`config.mk`:
```
export PLATFORM = sky130hd
export DESIGN_NAME = lc3x_muldiv_unit
export DESIGN_NICKNAME = d
export VERILOG_FILES = /design/src/rtl/lc3x_muldiv_unit_pkg.sv /design/src/rtl/lc3x_muldiv_unit_divstep.sv /design/src/rtl/lc3x_muldiv_unit.sv
export SDC_FILE = /design/constraint.sdc
export NUM_CORES = 1
export LEC_CHECK = 0
export BUFFER_PORTS_ARGS = -buffer_cell sky130_fd_sc_hd__buf_2
export CORE_ASPECT_RATIO = 0.75
export CORE_MARGIN = 2
export CORE_UTILIZATION = 66
export DETAILED_ROUTE_END_ITERATION = 6
export HOLD_SLACK_MARGIN = 0.1
export PLACE_DENSITY_LB_ADDON = 0.05
export SETUP_SLACK_MARGIN = 0.4
export SLEW_MARGIN = 10
export SYNTH_ARGS = -nofsm -noshare
export SYNTH_HDL_FRONTEND = slang
export SYNTH_SLANG_ARGS = --single-unit
```
`constraint.sdc`:
```
create_clock -name clk -period 11.52 [get_ports clk]
set_clock_uncertainty 0.05 [all_clocks]
set_input_delay 1.728 -clock clk [delete_from_list [all_inputs] [get_ports clk]]
set_output_delay 1.728 -clock clk [all_outputs]
set_load 0.02 [all_outputs]
```
`src/rtl/lc3x_muldiv_unit_pkg.sv`:
```
// Shared LC-3X types: MULT/DIV opcode select and the muldiv engine state encoding.
package lc3b_types;

    typedef enum logic {
        MULT = 1'b0,
        DIV  = 1'b1
    } lc3x_muldiv_op;

    // State literals carry an S_ prefix because DIV is already taken by the opcode enum.
    typedef enum logic [2:0] {
        S_IDLE,
        S_MUL,
        S_DIV,
        S_FIX,
        S_DONE
    } lc3x_muldiv_state;

endpackage

```
`src/rtl/lc3x_muldiv_unit_divstep.sv`:
```
// One restoring-division step: shift in the next dividend bit, then subtract the
// divisor magnitude when that does not go negative.
module lc3x_divstep #(
    parameter int unsigned WIDTH = 16
) (
    input  logic [WIDTH:0] rem_in,
    input  logic [WIDTH:0] divisor,
    input  logic           dividend_bit,
    output logic [WIDTH:0] rem_out,
    output logic           q_bit
);

    logic [WIDTH+1:0] trial;
    logic [WIDTH+1:0] diff;

    always_comb begin
        trial   = {rem_in, dividend_bit};
        diff    = trial - {1'b0, divisor};
        q_bit   = ~diff[WIDTH+1];
        rem_out = q_bit ? diff[WIDTH:0] : trial[WIDTH:0];
    end

endmodule

```
`src/rtl/lc3x_muldiv_unit.sv`:
```
// Iterative signed 16-bit multiply/divide for the LC-3X EX stage: shift-add multiply,
// restoring divide on magnitudes with a sign fix-up pass.
module lc3x_muldiv_unit
    import lc3b_types::*;
#(
    parameter int unsigned WIDTH = 16
) (
    input  logic             clk,
    input  logic             reset,
    input  logic             start,
    input  lc3x_muldiv_op    op,
    input  logic [WIDTH-1:0] a,
    input  logic [WIDTH-1:0] b,
    output logic             busy,
    output logic             done,
    output logic [WIDTH-1:0] result,
    output logic [WIDTH-1:0] remainder,
    output logic             div_by_zero
);

    localparam int unsigned    CW   = (WIDTH > 1) ? $clog2(WIDTH) : 1;
    localparam logic [CW-1:0] LAST = CW'(WIDTH - 1);

    lc3x_muldiv_state state, state_n;

    logic [CW-1:0]    cnt;
    logic [WIDTH-1:0] acc, acc_n, mcand, mplier;
    logic [WIDTH-1:0] quo;
    logic [WIDTH:0]   prem, prem_n, dvs;
    logic             q_bit, q_neg, r_neg;
    logic [WIDTH-1:0] a_mag, b_mag;

    always_comb begin
        a_mag = a[WIDTH-1] ? -a : a;
        b_mag = b[WIDTH-1] ? -b : b;
        acc_n = mplier[0] ? acc + mcand : acc;
    end

    // quo starts as |a| and shifts left; quotient bits fill in from the bottom.
    lc3x_divstep #(.WIDTH(WIDTH)) u_divstep (
        .rem_in      (prem),
        .divisor     (dvs),
        .dividend_bit(quo[WIDTH-1]),
        .rem_out     (prem_n),
        .q_bit       (q_bit)
    );

    always_ff @(posedge clk or posedge reset) begin
        if (reset) begin
            state <= S_IDLE;
        end else begin
            state <= state_n;
        end
    end

    always_comb begin
        state_n = state;
        case (state)
            S_IDLE: begin
                if (start) begin
                    if (op == MULT)   state_n = S_MUL;
                    else if (b == '0) state_n = S_DONE;
                    else              state_n = S_DIV;
                end
            end
            S_MUL:   if (cnt == LAST) state_n = S_DONE;
            S_DIV:   if (cnt == LAST) state_n = S_FIX;
            S_FIX:   state_n = S_DONE;
            S_DONE:  state_n = S_IDLE;
            default: state_n = S_IDLE;
        endcase
    end

    always_ff @(posedge clk or posedge reset) begin
        if (reset) begin
            busy        <= 1'b0;
            done        <= 1'b0;
            result      <= '0;
            remainder   <= '0;
            div_by_zero <= 1'b0;
            cnt         <= '0;
            acc         <= '0;
            mcand       <= '0;
            mplier      <= '0;
            quo         <= '0;
            prem        <= '0;
            dvs         <= '0;
            q_neg       <= 1'b0;
            r_neg       <= 1'b0;
        end else begin
            busy <= (state_n != S_IDLE);
            done <= (state_n == S_DONE);
            case (state)
                S_IDLE: begin
                    if (start) begin
                        div_by_zero <= 1'b0;
                        cnt         <= '0;
                        acc         <= '0;
                        mcand       <= a;
                        mplier      <= b;
                        quo         <= a_mag;
                        prem        <= '0;
                        dvs         <= {1'b0, b_mag};
                        q_neg       <= a[WIDTH-1] ^ b[WIDTH-1];
                        r_neg       <= a[WIDTH-1];
                        if (op == DIV && b == '0) begin
                            result      <= '1;
                            remainder   <= a;
                            div_by_zero <= 1'b1;
                        end
                    end
                end
                S_MUL: begin
                    acc    <= acc_n;
                    mcand  <= mcand << 1;
                    mplier <= mplier >> 1;
                    cnt    <= cnt + 1'b1;
                    if (cnt == LAST) begin
                        result    <= acc_n;
                        remainder <= '0;
                    end
                end
                S_DIV: begin
                    prem <= prem_n;
                    quo  <= {quo[WIDTH-2:0], q_bit};
                    cnt  <= cnt + 1'b1;
                end
                S_FIX: begin
                    result    <= q_neg ? -quo : quo;
                    remainder <= r_neg ? -prem[WIDTH-1:0] : prem[WIDTH-1:0];
                end
                default: ;
            endcase
        end
    end

endmodule

```
==> run_results.csv, run 1 <==
group,metric,value,unit
power_and_ir_drop,p_per_area,328,nW/µm²
power_and_ir_drop,leakage,4.55,nW
timing,fmax,253,MHz
grt,grt_pass1_vias,7318,
cts,cts_setup_buffers,0,
cts,cts_tree,"built",
floorplan,core-area,13000,µm²
timing,final-setup-viol-count,0,
job,maxCapViolCount,0,
cells_and_area,antenna_cells,0,
setup_path,arrival,4.25,ns
timing,tightest_slew,1.04,ns
cts,cts_buffers,17,
cts,root_buffer,"clkbuf_16",
yosys,synth-compound-area-share,22.0,%
setup_path,worstPathRequired,11.82,ns
grt,overflow,0,
setup_path,crit_type,"primary input to register",
yosys,seq_area_frac_synth,40.2,%
cells_and_area,fillers,960,
cells_and_area,seq_area,3530,µm²
floorplan,io_pins,71,
cts,h-tree-depth,4,
timing,finalHoldViolations,0,
cells_and_area,final_layout_size_suffix_gt1_share,11.6,%
setup_path,start_kind,"primary input",
yosys,synthAdderAreaFrac,5.58,%
setup_path,endpoint_kind,"register",
placed_design,place_congestion,0.901,
placed_design,place_inst,1217,
yosys,synth-simple-area-share,17.1,%
cts,clockBufferDepth,2,
floorplan,num_rows,36,
outcome,status,"finished, final reports clean",
floorplan,initial_core_util,67.7,%
timing,fin_tns_setup,0,ns
grt,grt.met3_usage,11.9,%
drt,wl_per_cell,19.1,µm
timing,rsz0062_at_grt,"false",
grt,grt-busiest-layer,"met1",
grt,use_met2,46.4,%
yosys,yosysUniqueCellTypes,61,
grt,grt_util_all_layers,35.4,%
floorplan,die_w,137,µm
drt,viasPerCell,6.36,
yosys,yosysWarnings,0,
drt,drt_iter0_drc,807,
min_path,hold_class,"register to register",
timing,fin_crit,3.95,ns
grt,antenna_found_initial,1,
yosys,synth_xor_area_share,7.97,%
placed_design,portBuffers,70,
yosys,async_flop_share,100,%
grt,grt_util_met1,55.6,%
grt,grt_max_degree,88,
yosys,syn_area_per_cell,8.58,µm²
grt,grt_pass1_wl,39.1,mm
setup_path,worstPathMaxFanout,50,
placed_design,dp_hpwl,16.9,mm
drt,ant_nets,0,
yosys,synthCells,1024,
drt,routed_wl,23.9,mm
yosys,ys_seq_elements,141,
cells_and_area,stdcell_count,1249,
cts,path_clk_slew,0.06,ns
timing,slew_headroom,30.4,%
timing,min_period_over_period,34.3,%
cells_and_area,syn2layout_area_growth,11.8,%
power_and_ir_drop,ir_drop,0.000353,V
cts,cts.sinks,141,
timing,finalMaxSlewViolations,0,
cells_and_area,final_net_count,1139,
cts,cts_resized,0,
yosys,syn-cell-area,8790,µm²
drt,dr.pass1.iters,5,
cts,clk_latency,0.43,ns
yosys,synth_top_family_by_area,"compound AO/OA/AOI/OAI gates",
drt,post-route-drc-count,0,
floorplan,fp.dieArea,14300,µm²
cells_and_area,stdcell_area,9820,µm²
yosys,synth_nets,1098,
cts,postCtsHoldBufs,0,
yosys,synth_mux_area_share,3.09,%
yosys,synth_edf_count,0,
yosys,synth_ff_type,"dfrtp_1",
drt,vias,7941,
floorplan,fp.dieH,104,µm
cells_and_area,multiInputGateArea,4920,µm²
placed_design,place_area,9200,µm²
==> logic make-up after synthesis <==
logic type	count (synthesis)
compound gates	306
xor+xnor	80
fa+ha+maj	38
buf+inv	90
flops	141
mux	27
simple gates	342
==> layout make-up <==
cell class	instances	area share, %
inverters	35	1.39
repair buffers	77	4.10
flip-flops and latches	141	35.9
clock buffers	18	4.37
clock inverters	14	1.99
well taps	171	2.18
multi-input cells	793	50.1
==> worst max-delay path, stage by stage <==
cell and delay (ns):
buf_2 0.13, or3_4 0.41, or4_4 0.45, nor3_2 0.12, nand2_1 0.08, or3_4 0.36
a21oi_4 0.16, buf_4 0.48, o22ai_1 0.14, a31oi_1 0.16
==> cell usage after synthesis, types with 4 or more instances <==
master | instances | share of area (%)
nand2_1 | 167 | 7.1
o21a_1 | 5 | 0.43
nor2_1 | 86 | 3.7
nand2b_1 | 10 | 0.71
clkbuf_1 | 41 | 1.8
buf_1 | 6 | 0.26
ha_1 | 36 | 5.1
nand3_1 | 22 | 1.3
mux2i_1 | 26 | 3.0
o31ai_1 | 16 | 1.4
nor2b_1 | 9 | 0.64
dfrtp_1 | 141 | 40
a31oi_1 | 35 | 2.5
o41ai_1 | 6 | 0.60
inv_1 | 35 | 1.5
xnor2_1 | 40 | 4.0
a211oi_1 | 7 | 0.60
nor3b_1 | 4 | 0.34
nand4_1 | 4 | 0.28
a21o_1 | 22 | 1.9
buf_4 | 4 | 0.34
o22a_1 | 9 | 0.90
a21oi_1 | 55 | 3.1
a22oi_1 | 26 | 2.2
or3_1 | 8 | 0.57
and3_1 | 4 | 0.28
xor2_1 | 40 | 4.0
nor3_1 | 10 | 0.57
o21ai_0 | 97 | 5.5
==> flip-flops by register name (all words and copies together) (netlist names) <==
register / cells
prem: 17
acc: 16
dvs: 16
mcand: 16
mplier: 16
quo: 16
remainder: 16
result: 16
cnt: 4
state: 3
busy: 1
div_by_zero: 1
done: 1
q_neg: 1
r_neg: 1
==> metal layers <==
metal,up-vias,share of wire (%)
met5,-,0.39
met4,4,1.3
met3,35,12
met2,426,40
met1,3769,46
li1,3707,-
==> stage by stage <==
stage / utilization (%) / hold slack (ns) / setup slack (ns) / power, W
after floorplan: - / 0.398 / 5.96 / 0.00218
after global placement: 70.9 / 0.412 / 7.28 / 0.00255
after detailed placement: 70.9 / 0.420 / 7.21 / 0.00260
after CTS: 75.7 / 0.434 / 7.61 / 0.00320
after global routing: 75.7 / 0.472 / 7.47 / 0.00347
final: 75.7 / 0.425 / 7.57 / 0.00322
==> layout by cell type, fill, tap and decap left out, drive strengths merged, types with 10 or more instances in the layout <==
cell | netlist | layout
nand2 | 167 | 167
dfrtp | 141 | 141
o21ai | 97 | 97
nor2 | 86 | 86
buf | 14 | 77
a21oi | 56 | 56
xnor2 | 40 | 40
xor2 | 40 | 40
ha | 36 | 36
a31oi | 35 | 35
inv | 35 | 35
a22oi | 26 | 26
mux2i | 26 | 26
nand3 | 22 | 22
a21o | 22 | 22
clkbuf | 41 | 18
o31ai | 16 | 16
nor3 | 11 | 11
nand2b | 10 | 10
or3 | 10 | 10
==> power by group <==
| group | internal [W] | switching, W | total (W) |
|---|---|---|---|
| clock | 0.000362 | 0.000221 | 0.000583 |
| combinational | 0.000676 | 0.000997 | 0.00167 |
| sequential | 0.000723 | 0.000242 | 0.000965 |
==> worst paths after layout <==
| check | startpoint | endpoint | slack (ns) | cells after the start |
|---|---|---|---|---|
| worst max-delay path | b[9] | result[11]$_DFFE_PP0P_ | 7.57 | 10 |
| worst min-delay path | dvs[10]$_DFFE_PP0P_ | dvs[10]$_DFFE_PP0P_ | 0.43 | 2 |
| worst max register to register | quo[15]$_DFFE_PP0P_ | prem[16]$_DFFE_PP0P_ | 8.49 | 12 |
| worst min register to register | dvs[10]$_DFFE_PP0P_ | dvs[10]$_DFFE_PP0P_ | 0.43 | 2 |
| max in group asynchronous | reset | mplier[14]$_DFFE_PP0P_ | 8.81 | 3 |
| min in group asynchronous | reset | prem[16]$_DFFE_PP0P_ | 1.39 | 2 |
(Power assumes the default switching activity.)
==> run 2: changes to the inputs <==
--- a/config.mk
+++ b/config.mk
@@ -8,7 +8,7 @@
 export BUFFER_PORTS_ARGS = -buffer_cell sky130_fd_sc_hd__buf_2
 export CORE_ASPECT_RATIO = 0.75
 export CORE_MARGIN = 2
-export CORE_UTILIZATION = 66
+export CORE_UTILIZATION = 61
 export DETAILED_ROUTE_END_ITERATION = 6
 export HOLD_SLACK_MARGIN = 0.1
 export PLACE_DENSITY_LB_ADDON = 0.05
==> constraint.sdc (replaced) <==
create_clock -name clk -period 3.7 [get_ports clk]
set_clock_uncertainty 0.05 [all_clocks]
set_input_delay 0.555 -clock clk [delete_from_list [all_inputs] [get_ports clk]]
set_output_delay 0.555 -clock clk [all_outputs]
set_load 0.02 [all_outputs]
==> run_results.csv, run 2 (synthesized netlist as in run 1, its figures left out) <==
group,metric,value,unit
cells_and_area,final_util,72.0,%
cts,clk_latency,0.42,ns
cells_and_area,final_common_cell,"nand2_1",
timing,slew_headroom,39.9,%
floorplan,io_pins,71,
placed_design,place_congestion,0.887,
setup_path,endpoint_kind,"register",
timing,tightest_slew,0.899,ns
setup_path,crit_chain,"ha_1, fa_1, a21o_1, a211oi_2, o31ai_1, a21oi_1, a221oi_1, o21ai_0, nand3b_1, a31oi_1",
drt,dr.pass1.iters,5,
setup_path,crit_slowest_cell,"fa_1",
setup_path,path_buf_inv,0,
setup_path,arrival,3.34,ns
cts,path_clk_slew,0.06,ns
cts,cts_setup_buffers,0,
grt,antenna_found_initial,0,
power_and_ir_drop,ir_drop,0.000542,V
power_and_ir_drop,power_frac_clock,19.7,%
timing,rsz0062_at_grt,"false",
drt,wl_per_cell,19.5,µm
setup_path,reg2reg_setup_slack,0.65,ns
setup_path,worstPathMaxFanout,3,
power_and_ir_drop,switching_share,44.4,%
cells_and_area,seq_area,3530,µm²
cts,root_buffer,"clkbuf_16",
setup_path,crit_type,"register to register",
drt,post-route-drc-count,0,
cells_and_area,syn2layout_area_growth,13.8,%
timing,final-setup-viol-count,0,
cts,h-tree-depth,4,
grt,grt_max_degree,64,
setup_path,worstPathRequired,3.99,ns
timing,finalWorstSetupSlack,0.655,ns
grt,grt_util_all_layers,33.6,%
grt,grt-busiest-layer,"met1",
floorplan,fp.dieH,108,µm
setup_path,path_delay_family,"compound AO/OA/AOI/OAI gates",
power_and_ir_drop,p_sw,0.00460,W
grt,grt.met3_usage,9.21,%
cells_and_area,largest_reg_flops,17,
power_and_ir_drop,p_per_area,1040,nW/µm²
drt,drt_iter0_drc,958,
timing,hold-worst-slack,0.102,ns
power_and_ir_drop,p_comb_share,51.6,%
cts,cts.sinks,141,
power_and_ir_drop,intPower,0.00576,W
drt,viasPerCell,6.35,
cells_and_area,final_cell_mix,"167 x nand2_1, 141 x dfrtp_1, 97 x o21ai_0, 85 x nor2_1, 70 x buf_2",
power_and_ir_drop,leakage,4.62,nW
cts,cts_tree,"built",
outcome,status,"finished, final reports clean",
floorplan,core-area,13900,µm²
setup_path,critical_path_depth,10,
drt,ant_nets,0,
grt,use_met2,46.0,%
placed_design,place_ws,0.561,ns
drt,routed_wl,24.5,mm
cells_and_area,multiInputGateArea,4920,µm²
floorplan,die_w,143,µm
floorplan,num_rows,37,
cells_and_area,final_net_count,1146,
cts,clockBufferDepth,2,
timing,fmax,328,MHz
grt,grt_util_met1,52.9,%
cells_and_area,largest-register,"prem",
min_path,hold_class,"primary input to async pin",
timing,finalHoldViolations,0,
setup_path,ff2ff_path_depth,10,
cells_and_area,antenna_cells,0,
setup_path,slowest_delay,0.43,ns
timing,fin_tns_setup,0,ns
floorplan,initial_core_util,63.3,%
power_and_ir_drop,finalPower,0.0104,W
placed_design,dp_hpwl,17.4,mm
grt,overflow,0,
grt,grt_pass1_wl,39.6,mm
power_and_ir_drop,p_seq_share,28.7,%
timing,min_period_over_period,82.3,%
floorplan,fp.dieArea,15400,µm²
timing,fin_crit,3.05,ns
grt,grt_pass1_vias,7334,
cts,cts_buffers,17,
job,maxCapViolCount,0,
setup_path,start_kind,"register",
placed_design,portBuffers,70,
drt,vias,7997,
timing,finalMaxSlewViolations,0,
cells_and_area,fillers,1071,
cells_and_area,final_layout_size_suffix_gt1_share,12.4,%
-- run 2: area by class of cell --
| cell class | count | area share [%] |
|---|---|---|
| multi-input combinational | 793 | 49.2 |
| clock buffer | 18 | 4.39 |
| timing repair buffer | 84 | 4.93 |
| inverter | 35 | 1.35 |
| sequential | 141 | 35.3 |
| tap | 175 | 2.19 |
| clock inverter | 14 | 2.65 |
-- run 2: final timing paths --
path	startpoint	end
worst min register to register	dvs[8]$_DFFE_PP0P_	dvs[8]$_DFFE_PP0P_
min in group clk	b[11]	mplier[11]$_DFFE_PP0P_
worst max-delay path	mcand[0]$_DFFE_PP0P_	result[14]$_DFFE_PP0P_
worst min-delay path	reset	prem[16]$_DFFE_PP0P_
worst max register to register	mcand[0]$_DFFE_PP0P_	result[14]$_DFFE_PP0P_
max in group asynchronous	reset	mcand[5]$_DFFE_PP0P_
-- run 2: timing repair --
action                     4_1_cts  5_1_grt
gates resized for setup          0        2
setup endpoints to repair        0        4
hold buffers                     0        0
-- run 2: worst register-to-register path, delay by kind of cell (launching register included) --
family,cells,cell delay (ns)
simple gates,1,0.20
flops,1,0.41
fa+ha+maj,2,0.65
compound gates,7,1.66
-- run 2: power by group through the flow --
stage	combinational, W	sequential (W)	clock [W]
floorplan	0.00385	0.00294	0
global placement	0.00507	0.00294	0
detailed placement	0.00518	0.00295	0
CTS	0.00526	0.00294	0.00205
global route	0.00591	0.00306	0.00212
finish	0.00534	0.00297	0.00204
-- run 2: per-stage QoR --
stage	instances	instance area, µm²
after floorplan	1024	8790
after global placement	1228	9290
after detailed placement	1228	9290
after CTS	1260	9990
after global routing	1260	10000
final	1260	10000
-- run 2: per-layer routing --
metal	vias to the layer above	wire, µm
li1	3725	-
met1	3844	11900
met2	403	9880
met3	25	2440
met4	0	314
met5	-	0
==> run 3: changes to the inputs <==
==> constraint.sdc (replaced) <==
create_clock -name clk -period 3.05 [get_ports clk]
set_clock_uncertainty 0.05 [all_clocks]
set_input_delay 0.4575 -clock clk [delete_from_list [all_inputs] [get_ports clk]]
set_output_delay 0.4575 -clock clk [all_outputs]
set_load 0.02 [all_outputs]
==> run_results.csv, run 3 (synthesized netlist as in run 1, its figures left out) <==
group,metric,value,unit
setup_path,crit_chain,"inv_2, ha_4, nor2b_4, o2111ai_2, a21oi_2, a21oi_2, o211ai_1, xor2_2, buf_6, clkbuf_16, mux2i_1, o21ai_1",
drt,wl_per_cell,19.7,µm
timing,hold-worst-slack,0.180,ns
timing,fin_crit,2.76,ns
setup_path,cp-startpoint,"dvs[1]$_DFFE_PP0P_",
cells_and_area,syn2layout_area_growth,19.0,%
drt,ant_nets,0,
cts,path_clk_slew,0.06,ns
cts,clockBufferDepth,2,
floorplan,initial_core_util,63.3,%
job,maxCapViolCount,0,
outcome,status,"finished, final reports clean",
setup_path,reg2reg_setup_slack,0.29,ns
timing,slew_headroom,46.8,%
timing,final-setup-viol-count,0,
timing,tightest_slew,0.798,ns
placed_design,portBuffers,70,
floorplan,num_rows,37,
cells_and_area,final_layout_size_suffix_gt1_share,18.4,%
cells_and_area,final_common_cell,"nand2_1",
grt,grt_pass1_vias,7241,
cells_and_area,antenna_cells,0,
setup_path,crit_slowest_cell,"dfrtp_1",
cells_and_area,largest_reg_flops,17,
cts,cts.sinks,141,
cts,postCtsHoldBufs,0,
cts,cts_tree,"built",
setup_path,slowest_delay,0.39,ns
floorplan,fp.dieArea,15400,µm²
cells_and_area,largest-register,"prem",
timing,fin_tns_setup,0,ns
cts,h-tree-depth,4,
setup_path,worstPathRequired,3.30,ns
cells_and_area,stdcell_area,10500,µm²
floorplan,fp.dieH,108,µm
placed_design,place_area,9410,µm²
setup_path,worstPathMaxFanout,5,
grt,grt_pass1_wl,39.2,mm
floorplan,core-area,13900,µm²
setup_path,crit_type,"register to register",
drt,viasPerCell,6.35,
drt,drt_iter0_drc,829,
grt,overflow,0,
cells_and_area,stdcell_count,1286,
cts,root_buffer,"clkbuf_16",
cts,cts_buffers,17,
floorplan,die_w,143,µm
drt,post-route-drc-count,0,
placed_design,place_congestion,0.872,
drt,vias,8163,
drt,routed_wl,25.4,mm
cells_and_area,final_util,75.3,%
setup_path,cpMostUsedCell,"a21oi_2",
timing,finalHoldViolations,0,
placed_design,place_inst,1243,
setup_path,endpoint_kind,"register",
power_and_ir_drop,p_per_area,1290,nW/µm²
timing,fmax,362,MHz
floorplan,io_pins,71,
cts,clk_latency,0.43,ns
timing,min_period_over_period,90.5,%
grt,grt_util_all_layers,33.3,%
cells_and_area,final_net_count,1173,
power_and_ir_drop,ir_drop,0.000595,V
timing,rsz0062_at_grt,"true",
setup_path,r2r_start,"dvs[1]$_DFFE_PP0P_",
timing,finalMaxSlewViolations,0,
min_path,hold_class,"primary input to async pin",
power_and_ir_drop,leakage,4.76,nW
grt,grt_max_degree,142,
grt,antenna_found_initial,0,
setup_path,start_kind,"register",
placed_design,dp_hpwl,17.6,mm
setup_path,arrival,3.01,ns
cells_and_area,final_cell_mix,"167 x nand2_1, 135 x dfrtp_1, 86 x o21ai_0, 84 x nor2_1, 70 x buf_2",
drt,dr.pass1.iters,6,
[run 3: cell count changes in the layout (fill, tap and decap cells not counted), moves of 3 or more]
cell        delta
clkbuf_8       +3
clkinv_2       +3
ha_2           +6
a21oi_1        -8
ha_4           +7
clkinvlp_4     -3
buf_4         +22
o21ai_0       -11
dfrtp_2        +6
a21oi_2        +6
o21ai_1       +10
ha_1          -13
bufinv_16      -3
dfrtp_1        -6
[run 3: timing repair]
item                       in CTS  in global routing
gates resized for setup        11                 59
setup buffers                   2                  7
pin swaps                       6                 19
cloned                          0                  3
setup endpoints to repair      24                 32
[run 3: final timing paths]
kind                                     endpoint  depth (start not counted)
max in group asynchronous     prem[5]$_DFFE_PP0P_                          3
min in group clk           mplier[11]$_DFFE_PP0P_                          3
setup reg to reg             prem[12]$_DFFE_PP0P_                         12
hold / removal               prem[11]$_DFFE_PP0P_                          3
hold reg to reg                dvs[9]$_DFFE_PP0P_                          2
setup / recovery             prem[12]$_DFFE_PP0P_                         12
[run 3: cell type report]
| cell class | instances | area (µm²) |
|---|---|---|
| repair buffers | 111 | 751 |
| fillers | 1019 | 3430 |
| inverters | 35 | 135 |
| clock inverters | 10 | 159 |
| flip-flops and latches | 141 | 3540 |
| multi-input cells | 793 | 5170 |
| well taps | 175 | 219 |
| clock buffers | 21 | 480 |
[run 3: layer usage]
metal  GRT usage, %  up-vias  wire length [µm]
li1               -     3782                 -
met1           51.0     3928             11900
met2           44.8      424             10400
met3           11.9       29              2840
met4           7.71        0               283
met5              0        -                 0
[run 3: report_power, final]
group / switching, W / internal (W)
clock: 0.000808 / 0.00145
sequential: 0.000870 / 0.00274
combinational: 0.00430 / 0.00332
total: 0.00597 / 0.00751
[run 3: critical path: cells and delay by family (launching register included)]
family,cells,cell delay [ns]
compound gates,5,0.89
xor+xnor,1,0.26
fa+ha+maj,1,0.27
buf+inv,3,0.40
flops,1,0.39
mux,1,0.20
simple gates,1,0.16
[run 3: per-stage QoR]
step / total power [W] / setup WS (ns)
after floorplan: 0.00825 / 0.472
after global placement: 0.00997 / 0.235
after detailed placement: 0.0101 / 0.182
after CTS: 0.0125 / 0.347
after global routing: 0.0144 / 0.219
final: 0.0135 / 0.291
